===== src/rtl/pipeline_pkg.sv =====
// Shared fetch/decode pipeline definitions: word width, canonical NOP and
// the (pc, instr) packet carried between fetch and decode.
package pipeline_pkg;

    localparam int unsigned XLEN = 32;
    localparam logic [XLEN-1:0] NOP_INSTR = 32'h0000_0013;

    typedef struct packed {
        logic [XLEN-1:0] pc;
        logic [XLEN-1:0] instr;
    } fetch_pkt_t;

endpackage


===== src/rtl/if_id_queue_mem.sv =====
// Entry storage for the fetch/decode queue: one synchronous write port and
// one asynchronous read port, contents deliberately not reset.
module if_id_queue_mem
    import pipeline_pkg::*;
#(
    parameter int unsigned DEPTH = 4,
    parameter int unsigned W     = 2 * XLEN,
    parameter int unsigned AW    = $clog2(DEPTH)
) (
    input  logic          clk,
    input  logic          we,
    input  logic [AW-1:0] waddr,
    input  logic [W-1:0]  wdata,
    input  logic [AW-1:0] raddr,
    output logic [W-1:0]  rdata
);

    logic [W-1:0] mem [DEPTH];

    always_ff @(posedge clk) begin
        if (we) begin
            mem[waddr] <= wdata;
        end
    end

    assign rdata = mem[raddr];

endmodule


===== src/rtl/if_id_queue.sv =====
// Instruction queue between fetch and decode: FWFT FIFO with valid/ready on
// both sides, flush on taken branch, NOP presented while empty.
module if_id_queue
    import pipeline_pkg::*;
#(
    parameter int unsigned     XLEN      = pipeline_pkg::XLEN,
    parameter int unsigned     DEPTH     = 4,
    parameter logic [XLEN-1:0] NOP_INSTR = pipeline_pkg::NOP_INSTR
) (
    input  logic                     clk,
    input  logic                     rst,
    input  logic                     flush,
    input  logic                     in_valid,
    output logic                     in_ready,
    input  logic [XLEN-1:0]          in_pc,
    input  logic [XLEN-1:0]          in_instr,
    output logic                     out_valid,
    input  logic                     out_ready,
    output logic [XLEN-1:0]          out_pc,
    output logic [XLEN-1:0]          out_instr,
    output logic [$clog2(DEPTH):0]   count
);

    localparam int unsigned AW = $clog2(DEPTH);
    localparam int unsigned CW = AW + 1;

    logic [AW-1:0]     wr_ptr;
    logic [AW-1:0]     rd_ptr;
    logic [CW-1:0]     cnt;
    logic              push;
    logic              pop;
    logic [2*XLEN-1:0] rdata;

    // Handshake depends only on registered occupancy, so full blocks a push
    // even when decode pops in the same cycle.
    assign in_ready  = (cnt != CW'(DEPTH));
    assign out_valid = (cnt != '0);
    assign push      = in_valid & in_ready;
    assign pop       = out_valid & out_ready;
    assign count     = cnt;

    always_ff @(posedge clk or posedge rst) begin
        if (rst) begin
            wr_ptr <= '0;
            rd_ptr <= '0;
            cnt    <= '0;
        end else if (flush) begin
            wr_ptr <= '0;
            rd_ptr <= '0;
            cnt    <= '0;
        end else begin
            if (push) begin
                wr_ptr <= wr_ptr + AW'(1);
            end
            if (pop) begin
                rd_ptr <= rd_ptr + AW'(1);
            end
            case ({push, pop})
                2'b10:   cnt <= cnt + CW'(1);
                2'b01:   cnt <= cnt - CW'(1);
                default: cnt <= cnt;
            endcase
        end
    end

    if_id_queue_mem #(
        .DEPTH (DEPTH),
        .W     (2 * XLEN),
        .AW    (AW)
    ) u_mem (
        .clk   (clk),
        .we    (push & ~flush),
        .waddr (wr_ptr),
        .wdata ({in_pc, in_instr}),
        .raddr (rd_ptr),
        .rdata (rdata)
    );

    // Empty queue shows a clean NOP rather than stale storage.
    always_comb begin
        out_pc    = '0;
        out_instr = NOP_INSTR;
        if (out_valid) begin
            out_pc    = rdata[2*XLEN-1:XLEN];
            out_instr = rdata[XLEN-1:0];
        end
    end

endmodule


===== config.mk =====
export PLATFORM = sky130hd
export DESIGN_NAME = if_id_queue
export DESIGN_NICKNAME = d
export VERILOG_FILES = /design/src/rtl/pipeline_pkg.sv /design/src/rtl/if_id_queue_mem.sv /design/src/rtl/if_id_queue.sv
export SDC_FILE = /design/constraint.sdc
export NUM_CORES = 1
export LEC_CHECK = 0
export ABC_AREA = 1
export CORE_AREA = 2 2 179 137
export DETAILED_ROUTE_END_ITERATION = 12
export DIE_AREA = 0 0 181 139
export PLACE_DENSITY = 0.68
export SLEW_MARGIN = 20
export SYNTH_ARGS = -nofsm -noshare
export SYNTH_HDL_FRONTEND = slang
export SYNTH_SLANG_ARGS = --single-unit

===== constraint.sdc =====
create_clock -name clk -period 3.7 [get_ports clk]
set_input_delay 0.555 -clock clk [delete_from_list [all_inputs] [get_ports clk]]
set_output_delay 0.555 -clock clk [all_outputs]
set_load 0.01 [all_outputs]

Word-level counts from Yosys, hierarchy flattened
Memory sizes are Yosys's and may differ from the RTL's.
Index checks and enable logic that the tools add are counted.
- bitwise gates (word level): 4
- equality and inequality tests: 3
- $add $sub $neg: 4
- reductions and logical operators: 4
- mux-type cells: 10
- operators by type and width (kind ; count):
    32-bit 2-to-1 mux ; 2
    2-bit 2-to-1 mux ; 4
    3-bit case mux with 2 select lines ; 1
    3-bit nonzero test ; 2
    2-bit by 1-bit adder with 2-bit output, second input constant ; 2
    2-bit nonzero test ; 2
    3-bit by 1-bit adder with 3-bit output, second input constant ; 1
    1-bit bitwise AND ; 3
    3-bit 2-to-1 mux ; 1
    3-bit inequality test, second input constant ; 1
    3-bit by 1-bit subtractor with 3-bit output, second input constant ; 1
    2-bit by 1-bit equality test with 1-bit output, second input constant ; 1
    2-bit equality test, second input constant ; 1
    1-bit 2-to-1 mux ; 2
    1-bit NOT ; 1
- memories kept: 1
- bits in registers: 7
- logic and storage cells: 29
- input port bits: 69
- bits in writable memories: 256
- output and inout bits: 69
- memories (memory ; words ; bits a word ; rd ports ; clocked after Yosys merged registers in ; wr ports ; RTL line ; RTL):
    u_mem.mem ; 4 ; 64 ; 1 ; 0 ; 1 ; if_id_queue_mem.sv:18 ; logic [W-1:0] mem [DEPTH];

Logic depth before layout (Yosys ltp)
Gate-level depths: netlist of run 1.
- depth in word-level cells: 5
- depth in mapped cells: 12
- mapped depth without buffers: 12

Hierarchy
A second synthesis of run 1 with hierarchy kept.
- cell total of the unflattened synthesis: 1196
- area, all modules: 11780.0 sq um
- modules (own cells, without submodules) (module ; seq. area each (sq um) ; area an instance (sq um) ; instances ; cells each):
    if_id_queue_mem ; 7687.4 ; 10761.6 ; 1 ; 1010
    if_id_queue ; 175.2 ; 1018.5 ; 1 ; 186

Worst setup path before layout of run 1
Ideal clock, no wire load.
- kind: register to register
- start: reg cnt[0] (netlist: count[0])
- end: mem u_mem.mem[0][0] in the netlist's numbering, enable pin
- setup slack: -0.414 ns
- data arrival time: 3.627 ns
- cell stages (with the launch flop): 7
- data required time: 3.214 ns
- path buffers: 0
- cells stage by stage: dfrtp_1 > nor2_1 > nand2_1 > nand2_2 > inv_1 > nand2_1 > nor2_1
- longest elaborated chain between the ends: 5
- RTL lines (item ; RTL line ; RTL):
    start, declared ; if_id_queue.sv:29 ; logic [CW-1:0] cnt;
    start signal, assigned ; if_id_queue.sv:59 ; 2'b10: cnt <= cnt + CW'(1);
    start signal, assigned ; if_id_queue.sv:60 ; 2'b01: cnt <= cnt - CW'(1);
    start signal, assigned ; if_id_queue.sv:61 ; default: cnt <= cnt;
    3-bit inequality test ; if_id_queue.sv:36 ; assign in_ready = (cnt != CW'(DEPTH));
    via in_ready ; if_id_queue.sv:14 ; output logic in_ready,
    1-bit bitwise AND ; if_id_queue.sv:38 ; assign push = in_valid & in_ready;
    1-bit bitwise AND ; if_id_queue.sv:72 ; .we (push & ~flush),
    1-bit 2-to-1 mux ; if_id_queue_mem.sv:21 ; if (we) begin
    1-bit 2-to-1 mux (not written as such) ; if_id_queue_mem.sv:22 ; mem[waddr] <= wdata;
    end, declared ; if_id_queue_mem.sv:18 ;
The timed path passes the listed nets, and every way through them passes these cells.

Worst setup path in the final report of run 1
- start: reg rd_ptr[0]
- end: out out_instr[10]
- longest elaborated chain between the ends: 2
- RTL lines (item ; RTL line ; RTL):
    start, declared ; if_id_queue.sv:28 ; logic [AW-1:0] rd_ptr;
    start signal, assigned ; if_id_queue.sv:56 ; rd_ptr <= rd_ptr + AW'(1);
    memory read 4 x 64 bit ; -- ;
    32-bit 2-to-1 mux ; if_id_queue.sv:83 ; if (out_valid) begin
    end, declared ; if_id_queue.sv:20 ; output logic [XLEN-1:0] out_instr,
No other way between the ends.

==> results of run 1 <==
==> cells by family after synthesis <==
family          share of synthesized area, %
simple gates                            10.6
flops                                   76.0
compound gates                          9.54
buf+inv                                 3.11
fa+ha+maj                              0.677
xor+xnor                              0.0847
==> per-layer routing <==
layer / vias up / global-route usage, % / wire [um]
li1: 3163 / - / -
met1: 3206 / 24.8 / 10300
met2: 237 / 27.2 / 10400
met3: 36 / 4.52 / 1780
met4: 2 / 4.58 / 435
met5: - / 0 / 13
==> repair_timing <==
item                       4_1_cts  5_1_grt
gates resized for setup          0        0
setup endpoints to repair        0        1
setup buffers                    0        1
==> through the flow <==
stage	hold WS [ns]	setup WS [ns]	power, mW	util (%)
global route	0.311	0.170	9.77	55.4
floorplan	0.358	-0.414	5.10	-
detailed placement	0.564	0.706	6.60	51.5
finish	0.282	0.321	9.32	55.4
CTS	0.272	0.141	9.36	55.3
global placement	0.568	0.778	6.57	51.5
==> sequential cells by signal, summed over array words and instances (netlist names) <==
signal / cells
u_mem.mem: 256
count: 3
rd_ptr: 2
wr_ptr: 2
==> worst max-delay path, cell delays in order (launching register included) <==
cell	delay [ns]
dfrtp_4	0.66
buf_4	0.48
nor2_1	0.10
nor2_1	0.10
o21ai_0	0.09
a21oi_1	0.27
clkdlybuf4s50_1	0.59
==> area by class of cell <==
type	instances	area [um^2]	area share, %
Tap cell	306	383	2.93
Sequential cell	263	7870	60.3
Clock inverter	15	204	1.56
Timing Repair Buffer	156	1650	12.6
Clock buffer	33	698	5.35
Inverter	16	61.3	0.470
Multi-Input combinational cell	488	2190	16.8
==> where the power goes <==
group	internal, mW	switching, mW	total, mW
registers	3.45	0.101	3.55
logic	1.33	1.68	3.02
clock network	1.69	1.07	2.75
==> synthesized netlist by cell type <==
master,number,area [um^2]
inv_2,2,7.51
nor2_1,261,980
buf_6,2,22.5
o311ai_0,3,26.3
inv_1,13,48.8
o21ai_0,124,621
buf_2,11,55.1
nand3_1,5,25.0
nand2_1,17,63.8
clkbuf_1,15,56.3
nor2_2,1,6.26
nand2_2,2,12.5
ha_1,4,50.1
buf_1,6,22.5
o21ai_1,4,20.0
xnor2_1,1,8.76
dfrtp_1,7,175
buf_4,14,105
clkinv_1,1,3.75
a21oi_1,64,320
fa_1,1,20.0
nand3b_1,1,7.51
edfxtp_1,256,7690
==> path summary, 6_finish.rpt <==
check,start,cells past startpoint,slack (ns),to
setup / recovery,rd_ptr[0],6,0.32,out_instr[10]
hold / removal,rst,2,0.28,rd_ptr[1]
setup reg to reg,count[0],7,1.40,u_mem.mem[0][35]
hold reg to reg,count[1],2,0.58,count[1]
max in group asynchronous,rst,2,3.15,rd_ptr[0]
min in group clk,count[1],2,0.58,count[1]
==> impl_metrics.ini, run 1 <==
[power_and_ir_drop]
p_leak_nw = 4.43
vdd_drop_max_v = 0.000353
p_per_area_nw_per_um2 = 714

[finish]
finalNetCount = 1026
diodes = 0
layout_commonest_cell = nor2_1
stdcell_area_um2 = 13100
fillCellCount = 1886
most-common-layout-cells = nor2_1 (257), edfxtp_1 (256), clkdlybuf4s50_1 (137), o21ai_0 (124), a21oi_1 (64)
finalNonFillerCells = 1277
areaGrowthSynthToFinish_pct = 26.2
drive_above_1_share_pct = 7.00

[timing]
drv_slew = 0
setup_tns_ns = 0
relSlewSlack_pct = 61.0
post-route-period-util_pct = 91.3
rsz0062_at_grt = no
finalCriticalPeriod_ns = 3.38
hold_viol_final = 0
worst_pin_slew_ns = 0.583
clock.fmax_ghz = 0.296
fin_worst_skew_ns = 0.00543
finalSetupViolations = 0

[clock_tree]
clock_path_buffers = 3
cts_tree = yes
htreeDepth = 1
cts_made_buffers = 27
clkTransAtPathRegs_ns = 0.06
ctsRootBufferMaster = clkbuf_16
ctsHoldBuffers = 0
clk_latency_ns = 0.52
clock_sinks = 263

[drt]
via_per_inst = 5.20
drc_errors = 0
vias = 6644
first_pass_iters = 5
drt_iter0_markers = 538
ant_nets = 0
wirelength_mm = 22.9
avgRoutedWirePerCell_um = 18.0

[setup_path]
worstSetupPathType = register to output port
crit_required_ns = 3.14
end_kind = output port
critical_path_arrival_ns = 2.82
worstSetupStartpointType = register
cp_max_fo = 40

[floorplanning]
dieArea_um2 = 25200
die_w_um = 181
core_area_um2 = 23500
placementRows = 49
initial_core_util_pct = 43.9
ioPinCount = 138
fp.dieH_um = 139

[yosys]
synth_fp_nets = 889
syn_inst = 815
synth-seq-cells = 263
synth_area_per_cell_um2 = 12.7
synthesis.area_um2 = 10300
ys_seq_area_share_pct = 76.0
yosysWarnings = 0
ys_types = 23

[global_routing]
track_usage_pct = 17.5
grt_max_degree = 100
antenna_found_initial = 2
grt_pass1_wl_mm = 34.4
grt_pass1_vias = 6302
gr-total-overflow = 0

[placement]
place_congestion = 0.743
postPlaceCellArea_um2 = 12100
dp_hpwl_mm = 12.9
port_buffers = 137
place_inst = 1228

[min_path]
min_path_type = input port to async pin

[outcome]
status = completed

[job]
cap_violations = 0
Note: power is estimated with default switching activity, not from simulation.
==> run 2: changes to the inputs <==
--- a/config.mk
+++ b/config.mk
@@ -6,9 +6,9 @@
 export NUM_CORES = 1
 export LEC_CHECK = 0
 export ABC_AREA = 1
-export CORE_AREA = 2 2 179 137
+export CORE_AREA = 5 5 182 140
 export DETAILED_ROUTE_END_ITERATION = 12
-export DIE_AREA = 0 0 181 139
+export DIE_AREA = 0 0 187 145
 export PLACE_DENSITY = 0.68
 export SLEW_MARGIN = 20
 export SYNTH_ARGS = -nofsm -noshare
==> impl_metrics.ini, run 2 (same netlist as run 1, synthesis figures left out) <==
[power_and_ir_drop]
p_leak_nw = 4.34
p_per_area_nw_per_um2 = 694
power_mw = 8.93
vdd_drop_max_v = 0.000460

[drt]
vias = 6567
wl_met1_mm = 10.6
dr_wl_met2_mm = 10.3
route.met3.wl_mm = 1.79
avgRoutedWirePerCell_um = 18.1
wirelength_mm = 23.0
routed.top_layer = met5
ant_nets = 0
via_per_inst = 5.17
drc_errors = 0
drt_iter0_markers = 563
first_pass_iters = 4

[clock_tree]
clock_sinks = 263
post_cts_buffers = 0
clkTransAtPathRegs_ns = 0.06
clk_latency_ns = 0.51
clock_path_buffers = 3
ctsHoldBuffers = 0
cts_made_buffers = 26
ctsRootBufferMaster = clkbuf_16
cts_tree = yes
htreeDepth = 1
cts_resized = 0

[timing]
worst_pin_slew_ns = 0.623
fin_worst_skew_ns = 0.00592
finalSetupViolations = 0
drv_slew = 0
finalCriticalPeriod_ns = 3.27
post-route-period-util_pct = 88.3
rsz0062_at_grt = no
clock.fmax_ghz = 0.306
hold_viol_final = 0
relSlewSlack_pct = 58.3
setup_tns_ns = 0

[finish]
finalNetCount = 1021
register_area_um2 = 7870
layout_commonest_cell = nor2_1
multiInputGateArea_um2 = 2190
stdcell_area_um2 = 12900
diodes = 0
areaGrowthSynthToFinish_pct = 24.3
fillCellCount = 1931
most-common-layout-cells = nor2_1 (257), edfxtp_1 (256), clkdlybuf4s50_1 (137), o21ai_0 (124), a21oi_1 (64)
largest_reg_flops = 256
drive_above_1_share_pct = 6.02
top_register = u_mem.mem

[setup_path]
cp_max_fo = 21
r2r_cells = 7
crit_required_ns = 3.14
worstSetupPathType = register to output port
end_kind = output port
worstSetupStartpointType = register
critical_path_arrival_ns = 2.71

[floorplanning]
core_area_um2 = 23500
fp.dieH_um = 145
initial_core_util_pct = 43.9
dieArea_um2 = 27100
die_w_um = 187
placementRows = 49
ioPinCount = 138

[min_path]
min_path_type = input port to async pin

[placement]
port_buffers = 137
place_congestion = 0.753
dp_hpwl_mm = 13.1
postPlaceCellArea_um2 = 12100

[global_routing]
grt_pass1_vias = 6371
gr-total-overflow = 0
grt_max_degree = 130
track_usage_pct = 16.3
antenna_found_initial = 2
grt_pass1_wl_mm = 35.8

[job]
cap_violations = 0

[outcome]
status = completed
## run 2: cell types whose count changed in the layout (fill, tap and decap cells not counted), sizes merged
cell,previous run,this run
bufinv,5,1
clkinvlp,0,1
buf,19,15
inv,15,14
clkbuf,33,34
## run 2: worst max-delay path: stages (launching register included)
cell             delay (ns)
dfrtp_1                0.43
nor2_1                 0.20
nand2_1                0.22
inv_2                  0.43
buf_4                  0.29
a21oi_1                0.11
clkdlybuf4s50_1        0.51
## run 2: per-stage QoR
step	setup WS, ns	hold slack [ns]	instances	util [%]
floorplan	-0.414	0.358	815	-
global placement	1.03	0.543	1225	51.3
detailed placement	0.960	0.584	1225	51.3
CTS	0.407	0.261	1270	54.6
global route	0.287	0.292	1270	54.6
finish	0.434	0.280	1270	54.6
## run 2: layout make-up
| class | instances | share of cell area, % |
|---|---|---|
| clock inverter | 11 | 0.574 |
| clock buffer | 34 | 5.46 |
| inverter | 16 | 0.477 |
| sequential | 263 | 61.2 |
| tap | 306 | 2.98 |
| multi-input combinational | 488 | 17.0 |
| timing repair buffer | 152 | 12.3 |
## run 2: routing by layer
layer	GRT usage, %	up-vias
li1	-	3145
met1	23.9	3176
met2	25.3	209
met3	4.63	33
met4	2.37	4
met5	0	-
## run 2: power by group
| part | total [mW] | internal, mW | switching (mW) | leakage [nW] |
|---|---|---|---|---|
| registers | 3.51 | 3.45 | 0.0626 | 2.42 |
| clock network | 2.42 | 1.39 | 1.03 | 0.374 |
| logic | 3.00 | 1.31 | 1.69 | 1.55 |
## run 2: worst paths after layout
| check | startpoint | to | slack (ns) |
|---|---|---|---|
| worst max-delay path | count[1] | out_instr[23] | 0.43 |
| worst min-delay path | rst | count[0] | 0.28 |
| worst max register to register | count[1] | u_mem.mem[0][44] | 1.41 |
| worst min register to register | count[0] | count[0] | 0.59 |
| max in group asynchronous | rst | rd_ptr[0] | 3.17 |
| min in group clk | count[0] | count[0] | 0.59 |
==> run 3: changes to the inputs <==
--- a/config.mk
+++ b/config.mk
@@ -9,7 +9,9 @@
 export CORE_AREA = 5 5 182 140
 export DETAILED_ROUTE_END_ITERATION = 12
 export DIE_AREA = 0 0 187 145
-export PLACE_DENSITY = 0.68
+export DONT_BUFFER_PORTS = 1
+export PLACE_DENSITY = 0.6
+export SETUP_SLACK_MARGIN = 0.15
 export SLEW_MARGIN = 20
 export SYNTH_ARGS = -nofsm -noshare
 export SYNTH_HDL_FRONTEND = slang
==> impl_metrics.ini, run 3 (same netlist as run 1, synthesis figures left out) <==
[outcome]
status = completed

[placement]
dp_hpwl_mm = 12.0
port_buffers = 0
place_congestion = 0.729
place_inst = 1087

[floorplanning]
ioPinCount = 138
core_area_um2 = 23500
die_w_um = 187
initial_core_util_pct = 43.9
dieArea_um2 = 27100
fp.dieH_um = 145
placementRows = 49

[finish]
finalNetCount = 885
drive_above_1_share_pct = 8.31
areaGrowthSynthToFinish_pct = 11.4
layout_commonest_cell = nor2_1
most-common-layout-cells = nor2_1 (257), edfxtp_1 (256), o21ai_0 (124), a21oi_1 (64), clkbuf_16 (27)
fin_util_pct = 48.9
largest_reg_flops = 256
top_register = u_mem.mem
finalNonFillerCells = 1136
diodes = 0

[timing]
worst_pin_slew_ns = 0.922
hold_viol_final = 0
drv_slew = 0
rsz0062_at_grt = no
relSlewSlack_pct = 37.7
finalCriticalPeriod_ns = 3.24
finalSetupViolations = 0
setup_tns_ns = 0
fin_worst_skew_ns = 0.00839
clock.fmax_ghz = 0.309
post-route-period-util_pct = 87.5

[drt]
ant_nets = 0
via_per_inst = 5.25
first_pass_iters = 5
wirelength_mm = 22.0
avgRoutedWirePerCell_um = 19.3
drc_errors = 0
drt_iter0_markers = 359
vias = 5967

[clock_tree]
clkTransAtPathRegs_ns = 0.06
ctsRootBufferMaster = clkbuf_16
cts_resized = 0
clock_sinks = 263
cts_made_buffers = 27
clk_latency_ns = 0.52
clock_path_buffers = 3
cts_tree = yes
htreeDepth = 1

[job]
cap_violations = 0

[setup_path]
critical_path.top_delay_family = buffers and inverters
worstPathCellList = buf_4 -> nor2_1 -> o311ai_0 -> buf_4
worstSetupPathType = register to output port
crit_required_ns = 3.14
cpMostUsedCell = buf_4
crit_path_max_incr_delay_ns = 0.72
path_buf_inv = 2
worst_path_max_delay_cell = o311ai_0
worstSetupStartpointType = register
end_kind = output port
critical_path_arrival_ns = 2.68
cp_max_fo = 78

[power_and_ir_drop]
p_sw_share_pct = 33.3
switchingPower_mw = 2.69
p_per_area_nw_per_um2 = 702
power_frac_comb_pct = 24.9
clkPwrFrac_pct = 31.7
seqPwrFrac_pct = 43.4
p_int_mw = 5.39
p_leak_nw = 3.84
vdd_drop_max_v = 0.000486

[min_path]
min_path_type = input port to register

[global_routing]
gr-total-overflow = 0
grt_pass1_vias = 5781
grt_max_degree = 79
grt_pass1_wl_mm = 34.3
track_usage_pct = 15.7
antenna_found_initial = 0
==> run 3: changes by cell type in the layout (fill, tap and decap cells not counted), moves of 2 or more <==
cell	before	now
buf_12	8	5
buf_4	7	9
clkbuf_1	7	2
clkdlybuf4s50_1	137	0
clkinv_1	8	4
clkinv_2	3	9
clkinvlp_4	1	4
==> run 3: power by group through the flow <==
stage | registers (mW) | logic (mW) | clock network (mW)
2_1_floorplan | 3.57 | 1.53 | 0
3_3_place_gp | 3.57 | 2.03 | 0
3_5_place_dp | 3.57 | 2.06 | 0
4_1_cts | 3.51 | 2.06 | 2.63
5_1_grt | 3.52 | 2.25 | 2.77
6_report | 3.51 | 2.01 | 2.57
==> run 3: worst register-to-register path: stages (launching register included) <==
cell	delay [ns]
dfrtp_1	0.48
nor2_1	0.11
nand2_1	0.15
nand2_2	0.10
inv_1	0.12
nand2_1	0.24
nor2_4	0.18
buf_12	0.32
==> run 3: path summary, 6_finish.rpt <==
check / from / endpoint / slack [ns] / cells past startpoint
worst max-delay path: rd_ptr[0] / out_instr[1] / 0.46 / 4
worst min-delay path: in_pc[10] / u_mem.mem[3][42] / 0.13 / 0
worst max register to register: count[0] / u_mem.mem[2][60] / 1.53 / 7
worst min register to register: wr_ptr[1] / wr_ptr[1] / 0.63 / 2
max in group asynchronous: rst / rd_ptr[0] / 3.02 / 2
min in group asynchronous: rst / count[1] / 0.42 / 2
==> run 3: through the flow <==
step	power (mW)	cell area [um^2]	worst slack, ns	hold WS [ns]
6_report	8.09	11500	0.462	0.126
5_1_grt	8.54	11500	0.312	0.0947
4_1_cts	8.21	11500	0.444	0.0933
3_5_place_dp	5.63	10700	1.00	0.407
3_3_place_gp	5.60	10700	1.02	0.406
2_1_floorplan	5.10	10300	-0.414	0.358
==> run 3: layout make-up <==
type,instances,area (um^2)
inverter,16,61.3
fill,2042,12000
clock buffer,29,683
timing repair buffer,15,178
clock inverter,19,159
sequential,263,7870
multi-input combinational,488,2190
tap,306,383
==> run 3: repair_timing <==
item | CTS | global route
hold endpoints to repair | 7 | 0
setup buffers | 0 | 0
endpoints found under the setup margin | 0 | 0
hold buffers | 1 | 0
==> run 3: metal layers <==
| layer | vias up | GRT usage [%] | share of wire (%) |
|---|---|---|---|
| met5 | - | 0 | 0 |
| met4 | 0 | 3.03 | 1.6 |
| met3 | 26 | 5.07 | 8.2 |
| met2 | 192 | 24.5 | 45 |
| met1 | 2878 | 22.2 | 45 |
| li1 | 2871 | - | - |
